File: config.mk
export PLATFORM = sky130hd
export DESIGN_NAME = pipe_step_ctrl
export DESIGN_NICKNAME = d
export VERILOG_FILES = /design/src/rtl/pipe_step_ctrl.sv
export SDC_FILE = /design/constraint.sdc
export NUM_CORES = 1
export LEC_CHECK = 0
export ABC_AREA = 1
export BUFFER_PORTS_ARGS = -buffer_cell sky130_fd_sc_hd__buf_2
export CAP_MARGIN = 20
export CORE_ASPECT_RATIO = 2
export CORE_MARGIN = 2
export CORE_UTILIZATION = 36
export DETAILED_ROUTE_END_ITERATION = 10
export GPL_ROUTABILITY_DRIVEN = 0
export GPL_TIMING_DRIVEN = 0
export SKIP_LAST_GASP = 1
export SYNTH_ARGS = -nofsm -noshare
export SYNTH_HDL_FRONTEND = slang
export SYNTH_SLANG_ARGS = --single-unit
File: constraint.sdc
create_clock -name clk -period 2 [get_ports clk]
set_clock_uncertainty 0.2 [all_clocks]
set_input_delay 0.1 -clock clk [delete_from_list [all_inputs] [get_ports clk]]
set_output_delay 0.1 -clock clk [all_outputs]
set_load 0.01 [all_outputs]
File: src/rtl/pipe_step_ctrl.sv
// ============================================================================
// Module      : pipe_step_ctrl
// Description : Debug run/step sequencer driving the global pipeline latch
//               enable, with halt drain and saturating executed-cycle counter.
// Revision    : 1.0 - initial release
// ============================================================================
`timescale 1ns/1ps
`default_nettype none

module pipe_step_ctrl #(
    parameter int CNT_W        = 32,
    parameter int DRAIN_CYCLES = 2
) (
    input  logic             clk,
    input  logic             rst,
    input  logic             i_cmd_valid,
    input  logic [1:0]       i_cmd,
    output logic             o_cmd_ready,
    input  logic             i_stop_pipe,
    output logic             o_step,
    output logic             o_busy,
    output logic             o_halted,
    output logic             o_done,
    output logic [CNT_W-1:0] o_cycle_cnt
);

    localparam int             DRAIN_W      = $clog2(DRAIN_CYCLES + 1);
    localparam logic [DRAIN_W-1:0] c_drain_load = DRAIN_W'(DRAIN_CYCLES - 1);

    localparam logic [1:0] c_cmd_clr   = 2'b00;
    localparam logic [1:0] c_cmd_run   = 2'b01;
    localparam logic [1:0] c_cmd_step  = 2'b10;
    localparam logic [1:0] c_cmd_abort = 2'b11;

    typedef enum logic [2:0] {
        ST_IDLE   = 3'd0,
        ST_RUN    = 3'd1,
        ST_STEP   = 3'd2,
        ST_DRAIN  = 3'd3,
        ST_HALTED = 3'd4
    } state_t;

    state_t               r_state;
    logic [DRAIN_W-1:0]   r_drain_cnt;
    logic                 r_done;
    logic [CNT_W-1:0]     r_cycle_cnt;

    logic w_cmd_acc;
    logic w_run;
    logic w_step;
    logic w_abort;
    logic w_clr;
    logic w_cnt_sat;

    // Outputs decode straight from the state register, so reset clears them
    // asynchronously and no input reaches an output combinationally.
    assign o_step      = (r_state == ST_RUN) || (r_state == ST_STEP) || (r_state == ST_DRAIN);
    assign o_busy      = o_step;
    assign o_halted    = (r_state == ST_HALTED);
    assign o_cmd_ready = (r_state == ST_IDLE) || (r_state == ST_RUN) || (r_state == ST_HALTED);
    assign o_done      = r_done;
    assign o_cycle_cnt = r_cycle_cnt;

    assign w_cmd_acc = i_cmd_valid && o_cmd_ready;
    assign w_run     = w_cmd_acc && (i_cmd == c_cmd_run);
    assign w_step    = w_cmd_acc && (i_cmd == c_cmd_step);
    assign w_abort   = w_cmd_acc && (i_cmd == c_cmd_abort);
    assign w_clr     = w_cmd_acc && (i_cmd == c_cmd_clr);
    assign w_cnt_sat = &r_cycle_cnt;

    always_ff @(posedge clk or posedge rst) begin
        if (rst) begin
            r_state     <= ST_IDLE;
            r_drain_cnt <= '0;
            r_done      <= 1'b0;
        end else begin
            r_done <= 1'b0;
            case (r_state)
                ST_IDLE: begin
                    if (w_run) begin
                        r_state <= ST_RUN;
                    end else if (w_step) begin
                        r_state <= ST_STEP;
                    end
                end
                ST_RUN: begin
                    // A halt reaching EX/MEM outranks a concurrent ABORT.
                    if (i_stop_pipe) begin
                        r_state     <= ST_DRAIN;
                        r_drain_cnt <= c_drain_load;
                    end else if (w_abort) begin
                        r_state <= ST_IDLE;
                    end
                end
                ST_STEP: begin
                    if (i_stop_pipe) begin
                        r_state     <= ST_DRAIN;
                        r_drain_cnt <= c_drain_load;
                    end else begin
                        r_state <= ST_IDLE;
                        r_done  <= 1'b1;
                    end
                end
                ST_DRAIN: begin
                    if (r_drain_cnt == '0) begin
                        r_state <= ST_HALTED;
                        r_done  <= 1'b1;
                    end else begin
                        r_drain_cnt <= r_drain_cnt - DRAIN_W'(1);
                    end
                end
                ST_HALTED: begin
                    if (w_abort) begin
                        r_state <= ST_IDLE;
                    end
                end
                default: begin
                    r_state <= ST_IDLE;
                end
            endcase
        end
    end

    always_ff @(posedge clk or posedge rst) begin
        if (rst) begin
            r_cycle_cnt <= '0;
        end else if (w_clr) begin
            r_cycle_cnt <= '0;
        end else if (o_step && !w_cnt_sat) begin
            r_cycle_cnt <= r_cycle_cnt + CNT_W'(1);
        end
    end

endmodule

`default_nettype wire

==> results by group, run 1 <==
Timing
  – RSZ-0062 raised after global routing: false
  – Hold Fails Final Rpt: 0
  – Worst setup slack after layout: approximately 0.09 ns
  – Transition time at the pin with the least slew margin: roughly 0.81 ns
  – Max-slew headroom at the worst pin: 45.8%
  – Total of endpoints with negative setup slack in the final report: 0
  – Minimum clock period after layout: 1.91 ns
  – Fin. max-slew vios: 0
  – F_max: 524 MHz
  – Tcrit/Tclk final: a little over nine tenths

Pwr
  – Power per unit of standard cell area: between 1000 and 1500 mW/mm^2
  – Largest voltage drop on the vdd net: around 0.66 mV
  – Final Power: ~3.4 mW
  – Pleak: 1.68 nW

Synthesis
  – Simple logic cell fraction of the synthesized area: ~51%
  – Post-Syn Nets: 417
  – Portion of the post-synthesis area used by sequential elements: a little over a third
  – Main combinational cell family by area after synthesis: simple AND/OR/NAND/NOR gates
  – Mean Syn Cell Area: between 6 and 7 sq um
  – XOR/XNOR Fraction of Synth Area: under 10%
  – Portion of netlist area occupied by mux cells: 0%
  – Instance count of the mapped netlist: 409
  – Adder-Cell Fraction of Synth Area: less than 1%
  – Ys async rst share: 100%
  – Cell type with the largest total area after synthesis: dfrtp_1
  – Post-synth cell types: 27
  – Yosys reg bits: 38
  – Area contributors post-synth: dfrtp_1 35%, nand2_1 24%, nor2_1 8.5%
  – Main synth FF type: dfrtp_1
  – Number of enable-type register cells in the synthesized netlist: 0
  – Synthesized-area fraction occupied by ao, oa, aoi and oai cells: approximately 2.5%
  – Number of warnings issued by yosys: 0
  – Area of the mapped netlist: approximately 0.0027 sq mm
  – Area share of the leading cell type in the synthesized netlist: 35.5%

Route
  – Count of nets left with antenna violations after detail routing: 0
  – Drt via density: around 5
  – DRC marker count from the first detailed-route iteration: 130
  – Routed wire length: about 8000 microns
  – Average wire per standard cell: 14.1 microns
  – First-pass detailed-route iteration total: 4
  – Number of DRC violations after detailed routing: 0
  – Vias after detailed routing: around 2,800

Clock tree
  – Number of H-tree branching levels: 2
  – Clock transition time at the flip-flop clock pins of the worst setup and hold paths: roughly 0.050 ns
  – Maximum root-to-sink buffer count: 2
  – CTS tree: built
  – Clock latency of the later-clocked register in the worst-skew pair: around 0.28 ns
  – Sinks on the clock net: 38
  – TritonCTS Buffers: 5
  – Root cell of the clock tree: clkbuf_16

Critical path
  – Bufs and invs on worst path: 2
  – Cell chain of the critical path: ha_2 -> inv_1 -> nor2_4 -> nand2_4 -> nor2_8 -> a21oi_4 -> clkbuf_8 -> nand4_1 -> nand2_1
  – Standard cell with the maximum stage delay on the critical path: dfrtp_1
  – Arrival time at the worst endpoint: approximately 1.9 ns
  – Required arrival time at the worst endpoint: just over 2 ns
  – Maximum fanout encountered on the critical timing path: 10
  – CP Launch Type: flop
  – Critical Path Max Stage Delay: 0.38 ns
  – Critical path class: flop to flop
  – Gate family responsible for the most delay along the worst path: simple AND/OR/NAND/NOR gates
  – Setup crit end kind: flop

Placement
  – Placed Instances: 543
  – Count of buffers from port buffering: between 40 and 50
  – Cell area after placement: ~0.003 sq mm
  – Worst slack at placement: -0.512 ns
  – Placed wire-length estimate: about 6100 microns

Floorplan
  – Core region area: 0.00721 sq mm
  – Num ports: between 40 and 50
  – Die X-Extent: approximately 65 microns
  – Num rows: between 40 and 50
  – Height of the die: ~130 microns
  – Total Die Area: 0.00819 sq mm
  – Starting Density: 37.1%

Layout
  – Final non-filler cell area: between 0.003 and 0.004 sq mm
  – Area delta synth->final: 24.9%
  – Number of filler instances in the final layout: 766
  – Non-filler cells, final: between 500 and 600
  – N_diodes: 0
  – Layout Nets: between 400 and 500
  – Fraction of layout cells with a size suffix above 1: between 20% and 30%

Global route
  – Gr ovfl total: 0
  – Wire length of the first global-routing pass: roughly 13,000 microns
  – Number of global-route vias before repair: between 2,000 and 3,000
  – Combined global-route utilization of all metal layers: slightly above 20%
  – Pin count of the biggest net entering global routing: 39
  – Antenna violations before repair: 0

Flow run
  – Reported max-cap violation count: 0

Run status
  – Run status: complete, no violations

Hold path
  – Hold Path Class: input pin to flop
flip-flops by register name, indices dropped and copies added, names as in the netlist:
name,cells
r_drain_cnt,2
o_cycle_cnt,32
r_state,3
o_done,1
final cells by class:
| cell class | instances | area [sq um] | area share, % |
|---|---|---|---|
| Sequential cell | 38 | 977 | 29.2 |
| Multi-Input combinational cell | 326 | 1570 | 46.8 |
| Buffer | 7 | 61.3 | 1.83 |
| Clock buffer | 6 | 139 | 4.15 |
| Inverter | 37 | 144 | 4.30 |
| Tap cell | 92 | 115 | 3.44 |
| Timing Repair Buffer | 59 | 345 | 10.3 |
cell usage in the layout (no fill, tap or decap):
| master | synthesis | layout |
|---|---|---|
| nor2_4 | 4 | 6 |
| o21ai_0 | 6 | 6 |
| ha_1 | 2 | 1 |
| inv_2 | 2 | 3 |
| dfrtp_2 | 0 | 21 |
| xnor2_1 | 4 | 4 |
| xor2_1 | 4 | 4 |
| o21bai_1 | 3 | 3 |
| and2_1 | 1 | 1 |
| nand2_4 | 4 | 4 |
| nor2_8 | 2 | 2 |
| dfrtp_1 | 38 | 17 |
| nand3_1 | 32 | 32 |
| nor2_2 | 1 | 2 |
| buf_4 | 1 | 17 |
| inv_1 | 34 | 32 |
| or2_2 | 5 | 5 |
| dlygate4sd3_1 | 0 | 3 |
| buf_2 | 4 | 44 |
| buf_8 | 2 | 1 |
| a21oi_4 | 0 | 1 |
| inv_4 | 1 | 2 |
| ha_2 | 0 | 1 |
| nand2_2 | 1 | 6 |
| nand2_1 | 168 | 163 |
| nor2_1 | 61 | 58 |
| a21oi_1 | 1 | 1 |
| nand4_1 | 25 | 25 |
| nand3b_1 | 1 | 1 |
| clkbuf_8 | 0 | 2 |
| clkbuf_16 | 0 | 5 |
layer usage:
layer  part of all wire (%)  track usage, %  vias up
met2                     55            38.0       88
met1                     36            21.1     1281
met5                      0               0        -
met4                    5.6            13.6        0
met3                    3.4            2.86       27
li1                       -               -     1423
per-stage QoR:
step | setup TNS, ns | util [%] | hold slack (ns)
6_report | 0 | 46.4 | 0.0226
5_1_grt | 0 | 46.4 | 0.0504
2_1_floorplan | 0 | - | 0.0385
4_1_cts | 0 | 45.4 | 0.0177
3_5_place_dp | -7.74 | 41.7 | 0.118
3_3_place_gp | -7.04 | 41.7 | 0.226
worst min-delay path, delay by kind of cell:
kind	cells	cell delay, ns
buffers and inverters	2	0.17
AND/OR/NAND/NOR	3	0.20
synthesized netlist by cell type (all sizes together) (3+ instances only):
cell type	number
buf	7
dfrtp	38
inv	37
nand2	173
nand3	32
nand4	25
nor2	68
o21ai	6
o21bai	3
or2	5
xnor2	4
xor2	4
timing repair:
action	4_1_cts	5_1_grt
endpoints found under the hold margin	40	0
resized for setup	18	23
setup buffers	8	6
pin swaps	3	5
endpoints found under the setup margin	29	31
hold buffers	3	0
final timing paths:
path / startpoint / to / slack [ns] / cells past startpoint
max reg2reg: o_cycle_cnt[1] / o_cycle_cnt[16] / 0.09 / 9
max: o_cycle_cnt[1] / o_cycle_cnt[16] / 0.09 / 9
min reg2reg: o_cycle_cnt[29] / o_cycle_cnt[29] / 0.35 / 2
min in group asynchronous: rst / r_state[0] / 0.31 / 3
max in group asynchronous: rst / o_cycle_cnt[28] / 0.70 / 3
min: i_cmd[0] / r_state[0] / 0.02 / 5
logic make-up (layout without fill, tap and decap cells):
group | after synthesis | count (layout)
AOI/OAI and AO/OA | 11 | 11
xor gates and xnor gates | 8 | 8
adders and majority gates | 2 | 2
buffers and inverters | 45 | 109
DFF | 38 | 38
and+or+nand+nor | 305 | 305
power breakdown:
part / total, mW / switching (mW) / internal (mW)
clock network: 0.770 / 0.289 / 0.481
registers: 0.994 / 0.0999 / 0.894
logic: 1.60 / 1.01 / 0.588
total: 3.36 / 1.40 / 1.96
No activity file was read; power rests on OpenSTA's default activity.
==> inputs of run 2 (changes only) <==
- clock period: 2 -> 2.3 ns (I/O delays scaled with it)
==> run 2 against run 1 <==
Effect of this change:
- register-to-register slack barely moved
- routed wire length down 2.5%
- worst setup slack better by 0.0056 ns
- via count down 2.7%
- hold slack gained 0.0030 ns
- flip-flop and latch count unchanged
- largest cell class unchanged
==> results by group, run 2 (synthesis results as in run 1) <==
Run status
  – Run status: complete, no violations

Pwr
  – Clock share of power: between 20% and 30%
  – Share of power burned in combinational logic: a little under half
  – Int Power: roughly 1.7 mW
  – Proportion of total power due to net switching: between 40 and 50%
  – Net switching power of the design: between 1 and 1.5 mW
  – Pleak: 1.65 nW
  – Largest voltage drop on the vdd net: about 0.55 mV
  – Final Power: approximately 2.9 mW
  – Share of power burned in registers: a little under a third
  – Power per unit of standard cell area: just under 900 mW/mm^2

Floorplan
  – Num rows: 44
  – Num ports: 43
  – Die X-Extent: between 60 and 70 microns
  – Total Die Area: 0.00819 sq mm
  – Starting Density: around 37%
  – Height of the die: roughly 130 microns
  – Core region area: approximately 0.0072 sq mm

Clock tree
  – Sinks on the clock net: 38
  – Root cell of the clock tree: clkbuf_16
  – Number of H-tree branching levels: 2
  – Clock latency of the later-clocked register in the worst-skew pair: about 0.29 ns
  – Clock transition time at the flip-flop clock pins of the worst setup and hold paths: roughly 0.05 ns
  – CTS tree: built
  – Maximum root-to-sink buffer count: 2
  – TritonCTS Buffers: 5

Timing
  – Hold Fails Final Rpt: 0
  – Total of endpoints with negative setup slack in the final report: 0
  – Tcrit/Tclk final: a little over nine tenths
  – Max-slew headroom at the worst pin: roughly 46%
  – Total negative slack for setup checks: 0 ns
  – RSZ-0062 raised after global routing: true
  – Transition time at the pin with the least slew margin: 0.811 ns
  – Minimum clock period after layout: between 2 and 2.5 ns
  – Worst setup slack after layout: 0.0974 ns
  – F_max: ~450 MHz
  – Fin. max-slew vios: 0

Global route
  – Pin count of the biggest net entering global routing: 39
  – Antenna violations before repair: 0
  – Number of global-route vias before repair: 2,604
  – GR Util met1: a little over a fifth
  – Combined global-route utilization of all metal layers: around a fifth
  – Wire length of the first global-routing pass: around 13,000 microns
  – Met2 track demand over resource in global routing: 38.0%
  – Gr ovfl total: 0
  – Top Usage Layer GRT: met2
  – M3 GR Usage: 2.86%

Layout
  – Number of flip-flops under the largest register name: 32
  – Leading cell type in the layout, fill and taps excluded: nand2_1
  – Area delta synth->final: 19.6%
  – Fraction of layout cells with a size suffix above 1: between 10% and 20%
  – Final non-filler cell area: approximately 0.0032 sq mm
  – Most frequent cells in the layout: 167 x nand2_1, 61 x nor2_1, 45 x buf_2
  – N_diodes: 0
  – Share of the core filled with cells: 44.4%
  – Layout Nets: ~470
  – Number of filler instances in the final layout: 780

Critical path
  – Setup crit end kind: flop
  – Critical path class: flop to flop
  – Maximum fanout encountered on the critical timing path: 4
  – Launching point of the worst reg2reg path: r_state[0]
  – Length in cells of the worst reg-to-reg path: 9
  – Arrival time at the worst endpoint: between 2 and 2.5 ns
  – Required arrival time at the worst endpoint: 2.27 ns
  – Launch point of the critical path: r_state[0]
  – CP Launch Type: flop

Route
  – Drt via density: 4.95
  – Number of DRC violations after detailed routing: 0
  – DRC marker count from the first detailed-route iteration: between 100 and 150
  – Count of nets left with antenna violations after detail routing: 0
  – Average wire per standard cell: between 10 and 15 microns
  – First-pass detailed-route iteration total: 5
  – Vias after detailed routing: about 2,700
  – Routed wire length: 7770 microns

Hold path
  – Hold Path Class: input pin to flop
  – Number of instances on the worst hold path: 4
  – Startpoint of the worst hold path: i_cmd_valid

Placement
  – Cell area after placement: between 0.003 and 0.004 sq mm
  – Count of buffers from port buffering: 42
  – Placed wire-length estimate: 6090 microns
  – Worst slack at placement: -0.212 ns

Flow run
  – Reported max-cap violation count: 0
-- run 2: cell types whose count changed in the layout (fill, tap and decap cells not counted), moves of 2 or more --
| cell | before | now |
|---|---|---|
| dfrtp_1 | 17 | 37 |
| buf_4 | 17 | 3 |
| nand2_2 | 6 | 2 |
| nand2_1 | 163 | 167 |
| nor2_4 | 6 | 4 |
| nor2_1 | 58 | 61 |
| dfrtp_2 | 21 | 1 |
-- run 2: path summary, 6_finish.rpt --
check,endpoint,slack (ns)
max,r_state[0],0.1
min,o_cycle_cnt[17],0.03
max reg2reg,r_state[0],0.1
min reg2reg,o_cycle_cnt[1],0.34
max in group asynchronous,r_state[1],1.02
min in group asynchronous,r_state[0],0.32
-- run 2: metal layers --
layer	up-vias	share of wire, %
met2	63	56
met3	21	3.0
li1	1406	-
met5	-	0
met1	1253	37
met4	0	4.0
-- run 2: what timing repair did --
action                     CTS  global route
hold buffers                 3             0
hold endpoints to repair    40             0
buffers inserted             0             2
setup endpoints to repair   10            21
pin swaps                    0             2
gates resized for setup      2             4
-- run 2: area by class of cell --
class / instances / area [sq um] / share of cell area [%]
multi-input combinational: 326 / 1540 / 47.9
sequential: 38 / 952 / 29.7
timing repair buffer: 47 / 255 / 7.97
inverter: 37 / 141 / 4.41
clock buffer: 6 / 139 / 4.34
tap: 92 / 115 / 3.59
buffer: 8 / 65.1 / 2.03
-- run 2: metrics by stage --
| step | instances | hold slack [ns] |
|---|---|---|
| CTS | 552 | 0.0615 |
| global placement | 543 | 0.241 |
| detailed placement | 543 | 0.133 |
| global route | 554 | 0.0540 |
| finish | 554 | 0.0256 |
| floorplan | 409 | 0.0535 |
-- run 2: power by group through the flow --
stage	logic, mW	clock network (mW)	registers (mW)
after floorplan	0.856	0	0.893
after global placement	1.25	0	0.891
after detailed placement	1.26	0	0.893
after CTS	1.30	0.688	0.883
after global routing	1.45	0.721	0.899
final	1.31	0.672	0.884
-- run 2: worst max-delay path, cell delays in order, from the launching register on --
cell and delay [ns]:
dfrtp_1 0.42, inv_1 0.11, nand2_1 0.11, nand2_1 0.11, nand2_2 0.08, inv_2 0.08
nand3_1 0.09, o21bai_1 0.20, nand4_1 0.10, dlygate4sd3_1 0.57
==> inputs of run 3 (changes only) <==
- CELL_PAD_IN_SITES_DETAIL_PLACEMENT: default -> 0
- CELL_PAD_IN_SITES_GLOBAL_PLACEMENT: default -> 1
- CORE_MARGIN: 2 -> default
- PLACE_DENSITY_LB_ADDON: default -> 0.1
==> run 3 against run 2 <==
Effect of this change:
- final area grew 0.31%
- total power grew 3.4%
- flip-flop and latch count stayed put
- cell count up 0.18%
- sequential share of layout area shrank 0.13 points
- via count fell by 1.1%
- die area down 4.6%
- fmax increased by 2.5%
- combinational power about the same
- register-to-register slack improved by 0.05 ns
- critical endpoint is now o_cycle_cnt[19]
- largest cell class unchanged
- largest power group unchanged
==> results by group, run 3 (synthesis results as in run 1) <==
Layout
  – Layout Nets: 470
  – Leading cell type in the layout, fill and taps excluded: nand2_1
  – Most frequent cells in the layout: 168 x nand2_1, 61 x nor2_1, 45 x buf_2
  – Number of flip-flops under the largest register name: 32
  – Multi-input gate area in the final layout: 0.00153 sq mm
  – Share of the core filled with cells: 44.6%
  – Non-filler cells, final: between 500 and 600
  – N_diodes: 0
  – Sequential cell area: 951 sq um
  – Area delta synth->final: 19.9%
  – Fraction of layout cells with a size suffix above 1: between 10% and 20%
  – Number of filler instances in the final layout: 800

Critical path
  – Bufs and invs on worst path: 2
  – Required arrival time at the worst endpoint: between 2 and 2.5 ns
  – Gate family responsible for the most delay along the worst path: simple AND/OR/NAND/NOR gates
  – Launching point of the worst reg2reg path: o_cycle_cnt[0]
  – Critical path class: flop to flop
  – Stages on the worst setup path: 9
  – Reg-to-Reg End: o_cycle_cnt[19]
  – CP Launch Type: flop
  – Critical Path Max Stage Delay: about 0.42 ns
  – Arrival time at the worst endpoint: 2.18 ns
  – Standard cell with the maximum stage delay on the critical path: dfrtp_1
  – Setup crit end kind: flop
  – R2r setup slk: ~0.15 ns
  – Maximum fanout encountered on the critical timing path: 10
  – Cell chain of the critical path: ha_1 -> inv_1 -> nor2_4 -> nand2_4 -> nor2_8 -> a21oi_4 -> clkbuf_2 -> nand4_1 -> nand2_1
  – Length in cells of the worst reg-to-reg path: 9

Route
  – Number of DRC violations after detailed routing: 0
  – Count of nets left with antenna violations after detail routing: 0
  – DRC marker count from the first detailed-route iteration: 103
  – First-pass detailed-route iteration total: 4
  – Average wire per standard cell: ~15 microns
  – Drt via density: around 4.9
  – Vias after detailed routing: approximately 2,700
  – Routed wire length: approximately 8500 microns

Floorplan
  – Total Die Area: roughly 0.0078 sq mm
  – Core region area: 0.00721 sq mm
  – Num ports: 43
  – Num rows: 44
  – Die X-Extent: 63.0 microns
  – Height of the die: around 120 microns
  – Starting Density: a little under two fifths

Global route
  – Antenna violations before repair: 0
  – Combined global-route utilization of all metal layers: 22.9%
  – Number of global-route vias before repair: ~2,600
  – Gr ovfl total: 0
  – Pin count of the biggest net entering global routing: 39
  – Wire length of the first global-routing pass: 13,200 microns

Pwr
  – Int Power: 1.73 mW
  – Pleak: ~1.7 nW
  – Net switching power of the design: ~1.2 mW
  – Largest voltage drop on the vdd net: between 0.6 and 0.7 mV
  – Proportion of total power due to net switching: between 40% and 50%
  – Share of power burned in combinational logic: 43.6%
  – Clock share of power: a little over a quarter
  – Power per unit of standard cell area: between 900 and 1000 mW/mm^2
  – Share of power burned in registers: approximately 30%

Clock tree
  – Maximum root-to-sink buffer count: 2
  – Number of H-tree branching levels: 2
  – Clock transition time at the flip-flop clock pins of the worst setup and hold paths: roughly 0.060 ns
  – Root cell of the clock tree: clkbuf_16
  – Clock latency of the later-clocked register in the worst-skew pair: a little under 0.3 ns
  – Sinks on the clock net: 38
  – TritonCTS Buffers: 5
  – CTS tree: built

Run status
  – Run status: complete, no violations

Placement
  – Count of buffers from port buffering: between 40 and 50
  – Placed Instances: between 500 and 600
  – Placed wire-length estimate: around 6500 microns

Timing
  – F_max: around 470 MHz
  – Total of endpoints with negative setup slack in the final report: 0
  – Fin. max-slew vios: 0
  – Minimum clock period after layout: ~2.1 ns
  – Transition time at the pin with the least slew margin: between 0.8 and 0.9 ns
  – Max-slew headroom at the worst pin: a little over two fifths
  – RSZ-0062 raised after global routing: false
  – Hold Fails Final Rpt: 0
  – Tcrit/Tclk final: between 90 and 100%

Hold path
  – Startpoint of the worst hold path: i_cmd[1]
  – Number of instances on the worst hold path: 4
  – End point of the worst hold path: r_state[0]
  – Hold Path Class: input pin to flop

Flow run
  – Reported max-cap violation count: 0
## run 3: cell types whose count changed in the layout (fill, tap and decap cells not counted), sizes merged
cell	change
bufinv	+1
dlygate4sd3	-1
clkbuf	+1
## run 3: per-layer routing
metal  wire [microns]  vias up  global-route usage, %
met2             4900       57                   46.2
met3              243       15                   2.47
li1                 -     1396                      -
met4              267        0                   10.6
met1             3050     1246                   22.4
met5                0        -                      0
## run 3: worst max path at each step
stage	start	slack [ns]	endpoint
2_1_floorplan	o_cycle_cnt[0]	0.34	o_cycle_cnt[10]
3_3_place_gp	o_cycle_cnt[0]	-0.21	o_cycle_cnt[16]
3_5_place_dp	o_cycle_cnt[0]	-0.22	o_cycle_cnt[16]
4_1_cts	o_cycle_cnt[0]	0.05	o_cycle_cnt[31]
5_1_grt	o_cycle_cnt[0]	0.02	o_cycle_cnt[27]
6_report	o_cycle_cnt[0]	0.15	o_cycle_cnt[19]
## run 3: layout make-up
| type | count | area share [%] |
|---|---|---|
| Inverter | 37 | 4.40 |
| Clock buffer | 7 | 4.13 |
| Tap cell | 92 | 3.58 |
| Clock inverter | 1 | 0.935 |
| Sequential cell | 38 | 29.6 |
| Timing Repair Buffer | 46 | 7.63 |
| Buffer | 8 | 2.02 |
| Multi-Input combinational cell | 326 | 47.7 |
## run 3: worst min-delay path: stages
cell,delay (ns)
buf_2,0.11
nor2_1,0.06
nand3_1,0.09
nand4_1,0.09
## run 3: repair_timing
item	CTS	global route
cloned	0	0
buffers inserted	0	2
endpoints found under the setup margin	11	22
hold buffers	2	0
hold endpoints to repair	40	0
gates resized for setup	2	1
pin swaps	0	1
## run 3: metrics by stage
| stage | power, mW | hold WS (ns) | setup TNS (ns) | worst slack, ns | instance area [sq um] |
|---|---|---|---|---|---|
| 6_report | 2.96 | 0.0237 | 0 | 0.152 | 3210 |
| 5_1_grt | 3.17 | 0.0765 | 0 | 0.0151 | 3210 |
| 4_1_cts | 3.01 | 0.0311 | 0 | 0.0518 | 3200 |
| 3_5_place_dp | 2.18 | 0.157 | -1.92 | -0.217 | 3000 |
| 3_3_place_gp | 2.17 | 0.208 | -1.70 | -0.210 | 3000 |
| 2_1_floorplan | 1.75 | 0.0535 | 0 | 0.338 | 2680 |
## run 3: power by group through the flow
stage / combinational, mW / clock, mW / sequential, mW
after floorplan: 0.856 / 0 / 0.893
after global placement: 1.29 / 0 / 0.883
after detailed placement: 1.29 / 0 / 0.887
after CTS: 1.31 / 0.824 / 0.875
after global routing: 1.45 / 0.839 / 0.887
final: 1.29 / 0.800 / 0.873
